## src/rtl/relobi_r_enc_cut_pkg.sv

```systemverilog
// Shared bus configuration, R other-field packing layout and Hsiao helpers for the reliable OBI R path.
// Encoder and decoder both take their layout from here, so they cannot disagree on it.
package relobi_r_enc_cut_pkg;

    typedef struct packed {
        bit          UseAtop;
        int unsigned RUserWidth;
        int unsigned RChkWidth;
    } obi_optional_cfg_t;

    typedef struct packed {
        int unsigned       IdWidth;
        int unsigned       DataWidth;
        obi_optional_cfg_t OptionalCfg;
        bit                UseRReady;
    } obi_cfg_t;

    localparam obi_cfg_t ObiDefaultConfig = '{
        IdWidth:     4,
        DataWidth:   32,
        OptionalCfg: '{UseAtop: 1'b1, RUserWidth: 2, RChkWidth: 0},
        UseRReady:   1'b1
    };

    typedef struct packed {
        logic       exokay;
        logic [1:0] ruser;
        logic [0:0] rchk;
    } r_optional_default_t;

    typedef enum logic [1:0] {
        R_FIELD_RID,
        R_FIELD_EXOKAY,
        R_FIELD_RUSER,
        R_FIELD_RCHK
    } r_other_field_e;

    localparam int unsigned HsiaoMaxK = 16;

    function automatic int unsigned relobi_r_other_width(obi_cfg_t cfg);
        return cfg.IdWidth + (cfg.OptionalCfg.UseAtop ? 32'd1 : 32'd0)
             + cfg.OptionalCfg.RUserWidth + cfg.OptionalCfg.RChkWidth;
    endfunction

    // LSB position of each field; rid sits on top, rchk at bit 0.
    function automatic int unsigned relobi_r_other_offset(obi_cfg_t cfg, r_other_field_e field);
        int unsigned rchk_w  = cfg.OptionalCfg.RChkWidth;
        int unsigned ruser_w = cfg.OptionalCfg.RUserWidth;
        int unsigned atop_w  = cfg.OptionalCfg.UseAtop ? 32'd1 : 32'd0;
        case (field)
            R_FIELD_RCHK:   return 0;
            R_FIELD_RUSER:  return rchk_w;
            R_FIELD_EXOKAY: return rchk_w + ruser_w;
            default:        return rchk_w + ruser_w + atop_w;
        endcase
    endfunction

    // Smallest K with enough odd-weight (>=3) columns for n data bits.
    function automatic int unsigned hsiao_ecc_width(int unsigned n);
        int unsigned k = 2;
        while ((32'd1 << (k - 1)) < n + k) k++;
        return k;
    endfunction

    function automatic int unsigned relobi_r_other_ecc_width(obi_cfg_t cfg);
        return hsiao_ecc_width(relobi_r_other_width(cfg));
    endfunction

    // Column idx of the parity matrix: odd weights ascending, then numeric order.
    function automatic logic [HsiaoMaxK-1:0] hsiao_column(int unsigned idx, int unsigned k);
        int unsigned          seen  = 0;
        bit                   found = 1'b0;
        logic [HsiaoMaxK-1:0] col   = '0;
        for (int unsigned w = 3; w <= k; w += 2) begin
            for (int unsigned v = 0; v < (32'd1 << k); v++) begin
                if ($countones(v) == w) begin
                    if (!found && seen == idx) begin
                        col   = v[HsiaoMaxK-1:0];
                        found = 1'b1;
                    end
                    seen++;
                end
            end
        end
        return col;
    endfunction

endpackage

```

## src/rtl/relobi_r_enc_cut_encoder.sv

```systemverilog
// Combinational packer plus Hsiao check-bit generator for the R other-fields (rid/exokay/ruser/rchk).
// Mirror of the manager-side R-other decoder; reusable by any R-path stage.
module relobi_r_other_encoder
    import relobi_r_enc_cut_pkg::*;
#(
    parameter obi_cfg_t    Cfg          = ObiDefaultConfig,
    parameter type         r_optional_t = r_optional_default_t,
    parameter int unsigned OtherWidth   = relobi_r_other_width(Cfg),
    parameter int unsigned EccWidth     = relobi_r_other_ecc_width(Cfg)
) (
    input  logic [Cfg.IdWidth-1:0] rid,
    input  r_optional_t            r_optional,
    output logic [OtherWidth-1:0]  other,
    output logic [EccWidth-1:0]    ecc
);
    localparam int unsigned OffRid    = relobi_r_other_offset(Cfg, R_FIELD_RID);
    localparam int unsigned OffExokay = relobi_r_other_offset(Cfg, R_FIELD_EXOKAY);
    localparam int unsigned OffRuser  = relobi_r_other_offset(Cfg, R_FIELD_RUSER);
    localparam int unsigned OffRchk   = relobi_r_other_offset(Cfg, R_FIELD_RCHK);

    logic [EccWidth-1:0] terms [OtherWidth];
    logic                unused_opt;

    assign other[OffRid +: Cfg.IdWidth] = rid;
    assign unused_opt = ^r_optional;

    if (Cfg.OptionalCfg.UseAtop) begin : g_exokay
        assign other[OffExokay] = r_optional.exokay;
    end
    for (genvar gi = 0; gi < int'(Cfg.OptionalCfg.RUserWidth); gi++) begin : g_ruser
        assign other[OffRuser + gi] = r_optional.ruser[gi];
    end
    for (genvar gi = 0; gi < int'(Cfg.OptionalCfg.RChkWidth); gi++) begin : g_rchk
        assign other[OffRchk + gi] = r_optional.rchk[gi];
    end

    for (genvar gi = 0; gi < int'(OtherWidth); gi++) begin : g_col
        localparam logic [HsiaoMaxK-1:0] Col = hsiao_column(gi, EccWidth);
        assign terms[gi] = other[gi] ? Col[EccWidth-1:0] : '0;
    end

    always_comb begin
        ecc = '0;
        for (int i = 0; i < int'(OtherWidth); i++) ecc = ecc ^ terms[i];
    end

endmodule

```

## src/rtl/relobi_r_enc_cut.sv

```systemverilog
// Subordinate-side R stage: ECC-encodes the R other-fields, buffers beats in a 2-entry skid buffer,
// and presents them from a head register so no output depends combinationally on any input.
module relobi_r_enc_cut
    import relobi_r_enc_cut_pkg::*;
#(
    parameter obi_cfg_t    Cfg           = ObiDefaultConfig,
    parameter type         r_optional_t  = r_optional_default_t,
    parameter int unsigned OtherEccWidth = relobi_r_other_ecc_width(Cfg)
) (
    input  logic                     clk_i,
    input  logic                     rst_ni,
    input  logic                     in_rvalid_i,
    output logic                     in_rready_o,
    input  logic [Cfg.DataWidth-1:0] in_rdata_i,
    input  logic                     in_err_i,
    input  logic [Cfg.IdWidth-1:0]   in_rid_i,
    input  r_optional_t              in_r_optional_i,
    output logic                     out_rvalid_o,
    input  logic                     out_rready_i,
    output logic [Cfg.DataWidth-1:0] out_rdata_o,
    output logic                     out_err_o,
    output logic [Cfg.IdWidth-1:0]   out_rid_o,
    output r_optional_t              out_r_optional_o,
    output logic [OtherEccWidth-1:0] out_other_ecc_o
);
    localparam int unsigned OtherWidth  = relobi_r_other_width(Cfg);
    localparam int unsigned EntryWidth  = Cfg.DataWidth + 1 + OtherWidth + OtherEccWidth;
    localparam int unsigned OffRid      = relobi_r_other_offset(Cfg, R_FIELD_RID);
    localparam int unsigned OffExokay   = relobi_r_other_offset(Cfg, R_FIELD_EXOKAY);
    localparam int unsigned OffRuser    = relobi_r_other_offset(Cfg, R_FIELD_RUSER);
    localparam int unsigned OffRchk     = relobi_r_other_offset(Cfg, R_FIELD_RCHK);
    localparam int unsigned RUserFieldW = $bits(out_r_optional_o.ruser);
    localparam int unsigned RChkFieldW  = $bits(out_r_optional_o.rchk);
    localparam logic [OtherWidth-1:0] RUserMask = (OtherWidth'(1) << Cfg.OptionalCfg.RUserWidth) - 1'b1;
    localparam logic [OtherWidth-1:0] RChkMask  = (OtherWidth'(1) << Cfg.OptionalCfg.RChkWidth) - 1'b1;

    localparam logic [1:0] ST_EMPTY = 2'd0;
    localparam logic [1:0] ST_ONE   = 2'd1;
    localparam logic [1:0] ST_TWO   = 2'd2;

    logic [OtherWidth-1:0]    enc_other;
    logic [OtherEccWidth-1:0] enc_ecc;
    logic [EntryWidth-1:0]    in_entry;
    logic [EntryWidth-1:0]    head_reg, head_next;
    logic [EntryWidth-1:0]    tail_reg, tail_next;
    logic [1:0]               state_reg, state_next;
    logic [OtherWidth-1:0]    head_other;
    logic                     out_rready_eff;
    logic                     push;
    logic                     pop;

    relobi_r_other_encoder #(
        .Cfg          (Cfg),
        .r_optional_t (r_optional_t),
        .OtherWidth   (OtherWidth),
        .EccWidth     (OtherEccWidth)
    ) u_encoder (
        .rid        (in_rid_i),
        .r_optional (in_r_optional_i),
        .other      (enc_other),
        .ecc        (enc_ecc)
    );

    // Encoding before storage keeps the buffered copy ECC-protected.
    assign in_entry       = {in_rdata_i, in_err_i, enc_other, enc_ecc};
    assign out_rready_eff = Cfg.UseRReady ? out_rready_i : 1'b1;
    assign in_rready_o    = (state_reg != ST_TWO);
    assign out_rvalid_o   = (state_reg != ST_EMPTY);
    assign push           = in_rvalid_i & in_rready_o;
    assign pop            = out_rvalid_o & out_rready_eff;

    always_comb begin
        state_next = state_reg;
        head_next  = head_reg;
        tail_next  = tail_reg;
        case (state_reg)
            ST_EMPTY: begin
                if (push) begin
                    head_next  = in_entry;
                    state_next = ST_ONE;
                end
            end
            ST_ONE: begin
                if (push && pop) begin
                    head_next = in_entry;
                end else if (push) begin
                    tail_next  = in_entry;
                    state_next = ST_TWO;
                end else if (pop) begin
                    state_next = ST_EMPTY;
                end
            end
            ST_TWO: begin
                if (pop) begin
                    head_next  = tail_reg;
                    state_next = ST_ONE;
                end
            end
            default: state_next = ST_EMPTY;
        endcase
    end

    always_ff @(posedge clk_i or negedge rst_ni) begin
        if (!rst_ni) begin
            state_reg <= ST_EMPTY;
            head_reg  <= '0;
            tail_reg  <= '0;
        end else begin
            state_reg <= state_next;
            head_reg  <= head_next;
            tail_reg  <= tail_next;
        end
    end

    assign {out_rdata_o, out_err_o, head_other, out_other_ecc_o} = head_reg;
    assign out_rid_o = head_other[OffRid +: Cfg.IdWidth];

    // Absent optional fields come out as zero through the masks.
    always_comb begin
        out_r_optional_o        = '0;
        out_r_optional_o.exokay = Cfg.OptionalCfg.UseAtop ? head_other[OffExokay] : 1'b0;
        out_r_optional_o.ruser  = RUserFieldW'((head_other >> OffRuser) & RUserMask);
        out_r_optional_o.rchk   = RChkFieldW'((head_other >> OffRchk) & RChkMask);
    end

endmodule

```

## config.mk

```make
export PLATFORM = sky130hd
export DESIGN_NAME = relobi_r_enc_cut
export DESIGN_NICKNAME = d
export VERILOG_FILES = /design/src/rtl/relobi_r_enc_cut_pkg.sv /design/src/rtl/relobi_r_enc_cut_encoder.sv /design/src/rtl/relobi_r_enc_cut.sv
export SDC_FILE = /design/constraint.sdc
export NUM_CORES = 1
export LEC_CHECK = 0
export CAP_MARGIN = 20
export CELL_PAD_IN_SITES_DETAIL_PLACEMENT = 0
export CELL_PAD_IN_SITES_GLOBAL_PLACEMENT = 1
export CORE_ASPECT_RATIO = 1.75
export CORE_UTILIZATION = 35
export CTS_CLUSTER_DIAMETER = 100
export DETAILED_ROUTE_END_ITERATION = 6
export GPL_TIMING_DRIVEN = 0
export PLACE_DENSITY = 0.73
export SLEW_MARGIN = 20
export SYNTH_ARGS = -nofsm -noshare
export SYNTH_HDL_FRONTEND = slang
export SYNTH_SLANG_ARGS = --single-unit
```

## constraint.sdc

```tcl
create_clock -name clk_i -period 1.6 [get_ports clk_i]
set_clock_uncertainty 0.15 [all_clocks]
set_input_delay 0.32 -clock clk_i [delete_from_list [all_inputs] [get_ports clk_i]]
set_output_delay 0.32 -clock clk_i [all_outputs]
set_load 0.05 [all_outputs]
```

==> results.md, run 1 <==
- Post-Synth Adder-Cell Area: 0
- Syn Area/Cell: ~12 um^2
- Sequential element share of the synthesized area: 0.5804
- Worst endpoint required time: 1130 ps
- CTS buffer count: 9
- Number of port buffers: 90
- Post-route minimum period: 1804 ps
- Layout area overhead: 52.71%
- Number of global-route vias before repair: 2997
- Slew Limit Fails: 0
- Post-synthesis xor/xnor area fraction: 0.02934
- Via density: around 5.0
- Final ANT Viol Nets: 0
- Clk buf depth: 2
- Asr flop ratio synth: 1.000
- Initial antenna violation count: 0
- Slowest-stage cell, CP: dfrtp_1
- DR vias: 2919
- Placed insts: 546
- Net Switching: 3.641 mW
- Synth Instances: 323
- Drt drc: 0
- DP Area: 5067 um^2
- CTS H-Tree Depth: 3
- Crit path max-delay family: buffers and inverters
- Most used cell, CP: buf_8
- F_max: 554.3 MHz
- Critical path class: flip-flop to output port
- DP HPWL: roughly 6500 um
- Ys flop type: dfrtp_1
- Final setup fails: ~90
- Combinational family with the most area after synthesis: multiplexers
- Outcome: finished, violations left
- Root buffer cell: clkbuf_16
- CP max stage delay: ~400 ps
- Hold/Removal Path Class: input pin to flip-flop
- Grt ovf: 0
- Fraction of synthesized area in multiplexers: 0.2170
- Top cells by area, synth: dfrtp_1, mux2_2, mux2i_1
- Die Span X: 82.47 um
- Synth Area in Simple Gates: 0.05962
- Failing checks: negative setup slack
- Crit path max fanout: 4
- Cell variety after synth: 26
- VDD IR-drop max: 0.8799 mV
- Clk Latency, worst-skew pair: 340 ps
- Number of synthesized register bits: 92
- First-pass GRT wire length: 15360 um
- Reg clk slew, reported paths: around 60 ps
- Die Area: 11780 um^2
- Final WL: 10020 um
- Largest net degree at the start of global routing: 51
- Largest area contributor in the netlist: dfrtp_1
- Layout fillers: between 1000 and 1500
- TritonCTS clock tree: done
- Setup TNS: -9276 ps
- Critical path buffer and inverter count: 4
- RePlAce Congestion: 0.7074
- PwrDens: 1590 nW/um^2
- Nets: ~500
- Starting density of the core: 0.3572
- Number of synthesized flops with an enable pin: 0
- Final WS setup: -203.9 ps
- TritonRoute pass-1 iters: 4
- Number of core rows: 51
- RSZ-0062 raised after global routing: yes
- Critical Path AT: 1330 ps
- Overall Global Routing Usage: 0.1802
- Sequential share of power: 0.380
- Synth top area share: 0.5804
- I/O pin cnt: 93
- Synthesized area: 3966 um^2
- Static Leak: 2.528 nW
- Sw frac: 0.3781
- Crit share post-route: 1.127
- Compound-Gate Fraction of Synth Area: 0.08328
- Net Count, Synth: 368
- DR WL/cell: around 17 um
- Fin cells: 582
- DRT iter0 DRCs: 131
- CTS sink count: 92
- FF/Latch Area: 2302 um^2
- Layout cell share with drive strength beyond 1: 0.3956
- Final instance area: 6057 um^2
- Logic pwr share: 0.417
- Crit start category: flip-flop
- Ys Warns: 0
- Internal power: 5.988 mW
- Crit end category: output port
- Clock power share: 0.203
- Die Y: 142.8 um
- # Max-Cap Violations: 0
- Multi-input gate area: 1720 um^2
- Ant diodes: 0
- CORE AREA: roughly 11000 um^2
- Worst path cell trace: nor2b_1 -> buf_4 -> buf_8 -> clkinvlp_4 -> buf_8
- Final Hold Fails: 0
-- per-layer routing --
layer	track usage	wire (um)
met2	0.3132	5629
met3	0.04473	388
met4	0.08033	263
met5	0	0
met1	0.2018	3734
-- cells in the final DEF (no fill, tap or decap), drive strengths merged --
cell type       n
o21a            5
nand3b          1
dlymetal6s2s    1
nand2          12
nor2b           3
or2             1
o22ai           1
dfrtp          92
clkdlybuf4s50  36
nor2           41
clkdlybuf4s18   4
xnor3           1
xor2            4
xor3            1
xnor2           4
clkdlybuf4s15  37
mux2i          41
mux2           40
o211ai          5
clkinv          2
dlygate4sd3     1
conb            1
nand2b          1
clkinvlp        1
clkbuf         22
a21oi          42
dlygate4sd2     5
bufbuf          1
o21ai           6
buf            38
-- Yosys cell counts, types with 5 or more instances --
cell	count
o21ai_0	5
mux2_2	40
buf_2	12
dfrtp_1	92
mux2i_1	41
nand2_1	11
nor2_1	41
buf_4	5
o21a_1	5
a21oi_1	42
-- stage by stage --
stage | util | worst slack (ps) | hold WS, ps | power, mW
after floorplan | - | 30.24 | -125.6 | 6.000
after global placement | 0.4538 | -3353 | 313.3 | 7.203
after detailed placement | 0.4564 | -772.7 | 120.5 | 7.312
after CTS | 0.5149 | -218.4 | 324.1 | 9.455
after global routing | 0.5455 | -272.6 | 342.2 | 10.14
final | 0.5455 | -203.9 | 327.7 | 9.629
-- worst paths after layout --
check                           slack [ps]    startpoint      endpoint  cells after the start
worst max-delay path                  -200  state_reg[1]   in_rready_o                      5
worst min-delay path                   330   in_rvalid_i  state_reg[0]                      3
worst max register to register        -160  state_reg[0]   head_reg[6]                      8
worst min register to register         340   tail_reg[3]   tail_reg[3]                      2
max in group asynchronous              360        rst_ni  tail_reg[39]                      3
min in group asynchronous              340        rst_ni  tail_reg[18]                      2
-- worst reg2reg max path: cells and delay by family (launching register included) --
kind / cells / cell delay [ps]
flops: 1 / 400
buf+inv: 4 / 580
simple gates: 2 / 360
compound gates: 2 / 160
-- area by class of cell --
type / instances / area share
flip-flops and latches: 92 / 0.3801
multi-input cells: 210 / 0.2840
repair buffers: 111 / 0.2124
plain buffers: 21 / 0.05040
clock buffers: 13 / 0.04297
well taps: 132 / 0.02727
clock inverters: 2 / 0.001653
inverters: 1 / 0.001239
-- cell families after synthesis --
logic type | Yosys count
DFF | 92
muxes | 81
AOI/OAI and AO/OA | 59
and+or+nand+nor | 58
buffers and inverters | 22
xor gates and xnor gates | 10
other | 1
-- power groups by stage --
stage	clock, mW	sequential [mW]	combinational, mW
3_5_place_dp	0	3.67	3.64
6_report	1.95	3.66	4.01
3_3_place_gp	0	3.63	3.58
4_1_cts	2.02	3.63	3.80
5_1_grt	2.12	3.76	4.26
2_1_floorplan	0	4.84	1.16
-- timing repair --
action | 4_1_cts | 5_1_grt
hold endpoints to repair | 42 | 0
pin swaps | 2 | 3
gates resized for setup | 208 | 64
setup buffers | 6 | 5
hold buffers | 1 | 0
setup endpoints to repair | 137 | 93
cloned | 1 | 8
Note: power is estimated with default switching activity, not from simulation.
==> run 2: changes to the inputs <==
--- a/config.mk
+++ b/config.mk
@@ -9,6 +9,7 @@
 export CELL_PAD_IN_SITES_DETAIL_PLACEMENT = 0
 export CELL_PAD_IN_SITES_GLOBAL_PLACEMENT = 1
 export CORE_ASPECT_RATIO = 1.75
+export CORE_MARGIN = 5
 export CORE_UTILIZATION = 35
 export CTS_CLUSTER_DIAMETER = 100
 export DETAILED_ROUTE_END_ITERATION = 6
==> results.md, run 2 (synthesis results as in run 1) <==
- Worst R2R End: head_reg[12] (was head_reg[6])
- Critical Path End: in_rready_o (unchanged)
- CTS H-Tree Depth: 3 (unchanged)
- Final Hold Fails: 0 (unchanged)
- I/O pin cnt: 93 (unchanged)
- Number of global-route vias before repair: 3098 (was 2997)
- Critical path class: flip-flop to output port (unchanged)
- Slew Limit Fails: 0 (unchanged)
- Static Leak: 2.390 nW (was 2.528 nW)
- GRT Max-Usage Layer: met2 (unchanged)
- Largest net degree at the start of global routing: 66 (was 51)
- Clk buf depth: 2 (unchanged)
- CORE AREA: 11100 um^2 (unchanged)
- Crit path max-delay family: buffers and inverters (unchanged)
- CTS sink count: 92 (unchanged)
- Nets: 482 (was 491)
- Crit end category: output port (unchanged)
- Worst endpoint required time: 1130 ps (about the same)
- CTS buffer count: 9 (unchanged)
- Critical path buffer and inverter count: 4 (unchanged)
- Fin cells: 574 (was 582)
- M2 GR Usage: 0.2715 (was 0.3132)
- Crit path max fanout: 5 (was 4)
- Placed insts: 546 (unchanged)
- Overall Global Routing Usage: 0.1476 (was 0.1802)
- Die Span X: 90.47 um (was 82.47 um)
- Via density: 4.897 (was 5.015)
- RePlAce Congestion: 0.7152 (was 0.7074)
- Failing checks: negative setup slack (unchanged)
- RSZ-0062 raised after global routing: yes (unchanged)
- Ant diodes: 0 (unchanged)
- Final WS setup: -197.2 ps (was -203.9 ps)
- Reg clk slew, reported paths: 70 ps (was 60 ps)
- Number of port buffers: 90 (unchanged)
- First-pass GRT wire length: 15860 um (was 15360 um)
- Met1 Usage GRT: 0.1630 (was 0.2018)
- TritonCTS clock tree: done (unchanged)
- Root buffer cell: clkbuf_16 (unchanged)
- Slowest-stage cell, CP: dfrtp_1 (unchanged)
- Commonest cells after routing, fill and taps aside: dfrtp_1, a21oi_1, clkdlybuf4s15_2 (was dfrtp_1, mux2i_1, a21oi_1)
- Worst path cell trace: nor2b_1 -> buf_4 -> buf_8 -> clkinvlp_4 -> buf_8 (unchanged)
- Crit start category: flip-flop (unchanged)
- DRT iter0 DRCs: 70 (was 131)
- Die Y: 150.8 um (was 142.8 um)
- Starting density of the core: 0.3572 (unchanged)
- VDD IR-drop max: 1.029 mV (was 0.8799 mV)
- Final WL: 9758 um (was 10020 um)
- Setup TNS: -2782 ps (was -9276 ps)
- Final ANT Viol Nets: 0 (unchanged)
- Worst setup path start: state_reg[0] (was state_reg[1])
- Drt drc: 0 (unchanged)
- Initial antenna violation count: 0 (unchanged)
- DP HPWL: 6832 um (was 6523 um)
- DR WL/cell: 17.00 um (was 17.21 um)
- F_max: 556.4 MHz (was 554.3 MHz)
- Most common cell after layout, fill and taps aside: dfrtp_1 (unchanged)
- Worst r2r src: state_reg[0] (unchanged)
- R2r worst-path depth: 6 (was 8)
- Most used cell, CP: buf_8 (unchanged)
- Crit share post-route: 1.123 (was 1.127)
- Layout cell share with drive strength beyond 1: 0.3326 (was 0.3956)
- Final setup fails: 71 (was 88)
- CP max stage delay: 430 ps (was 400 ps)
- Hold/Removal Path Class: input pin to async pin (was input pin to flip-flop)
- Critical Path AT: 1330 ps (about the same)
- # Max-Cap Violations: 0 (unchanged)
- Layout area overhead: 45.46% (was 52.71%)
- Grt ovf: 0 (unchanged)
- Outcome: finished, violations left (unchanged)
- Clk Latency, worst-skew pair: 340 ps (about the same)
- PwrDens: 1673 nW/um^2 (was 1590 nW/um^2)
- Number of core rows: 51 (unchanged)
- DR vias: 2811 (was 2919)
- WP depth: 5 (unchanged)
- Reg2Reg Setup Slack: -30 ps (was -160 ps)
- TritonRoute pass-1 iters: 6 (was 4)
- Die Area: 13650 um^2 (was 11780 um^2)
- Post-route minimum period: 1797 ps (was 1804 ps)
- Met3 Use GR: 0.02435 (was 0.04473)
## run 2: cell types whose count changed in the layout (fill, tap and decap cells not counted), sizes merged, moves of 2 or more
cell,delta
clkbuf,-8
buf,-5
clkdlybuf4s15,+5
clkdlybuf4s18,-3
bufinv,+2
clkinv,+2
## run 2: per-stage QoR
| stage | area (um^2) | hold WS (ps) | setup slack [ps] | utilization | power [mW] |
|---|---|---|---|---|---|
| final | 5769 | 263.2 | -197.2 | 0.5196 | 9.652 |
| after floorplan | 3973 | -125.6 | 30.24 | - | 6.000 |
| after global routing | 5769 | 297.4 | -244.0 | 0.5196 | 10.16 |
| after global placement | 5039 | 313.0 | -3301 | 0.4538 | 7.216 |
| after CTS | 5712 | 269.5 | -187.7 | 0.5144 | 9.716 |
| after detailed placement | 5067 | 61.59 | -728.2 | 0.4564 | 7.323 |
## run 2: worst min-delay path by stage
stage / slack, ps / cells after the start / to
after global routing: 300 / 2 / head_reg[12]
after CTS: 270 / 2 / head_reg[17]
after detailed placement: 60 / 1 / head_reg[17]
after floorplan: -130 / 0 / head_reg[0]
after global placement: 310 / 2 / tail_reg[4]
final: 260 / 2 / head_reg[12]
## run 2: final cells by class
type	count	area [um^2]
flip-flops and latches	92	2302
plain buffers	21	246.5
multi-input cells	209	1595
inverters	1	7.507
well taps	132	165.2
clock inverters	7	91.34
fillers	1000	5334
repair buffers	103	1136
clock buffers	9	225.2
## run 2: metal layers
metal / vias up / share of wire
li1: 1338 / -
met1: 1412 / 0.39
met2: 50 / 0.55
met3: 11 / 0.036
met4: 0 / 0.023
met5: - / 0
## run 2: repair_timing
item                                    4_1_cts  5_1_grt
cloned                                        1        2
hold endpoints to repair                     27        0
pin swaps                                     4        1
endpoints found under the setup margin      137       94
buffers inserted                              7        1
hold buffers                                  1        0
resized for setup                           206        8
## run 2: power breakdown
group	internal [mW]	leakage, nW	switching, mW
logic	1.51	1.18	2.24
registers	3.17	1.06	0.453
clock network	1.36	0.155	0.907
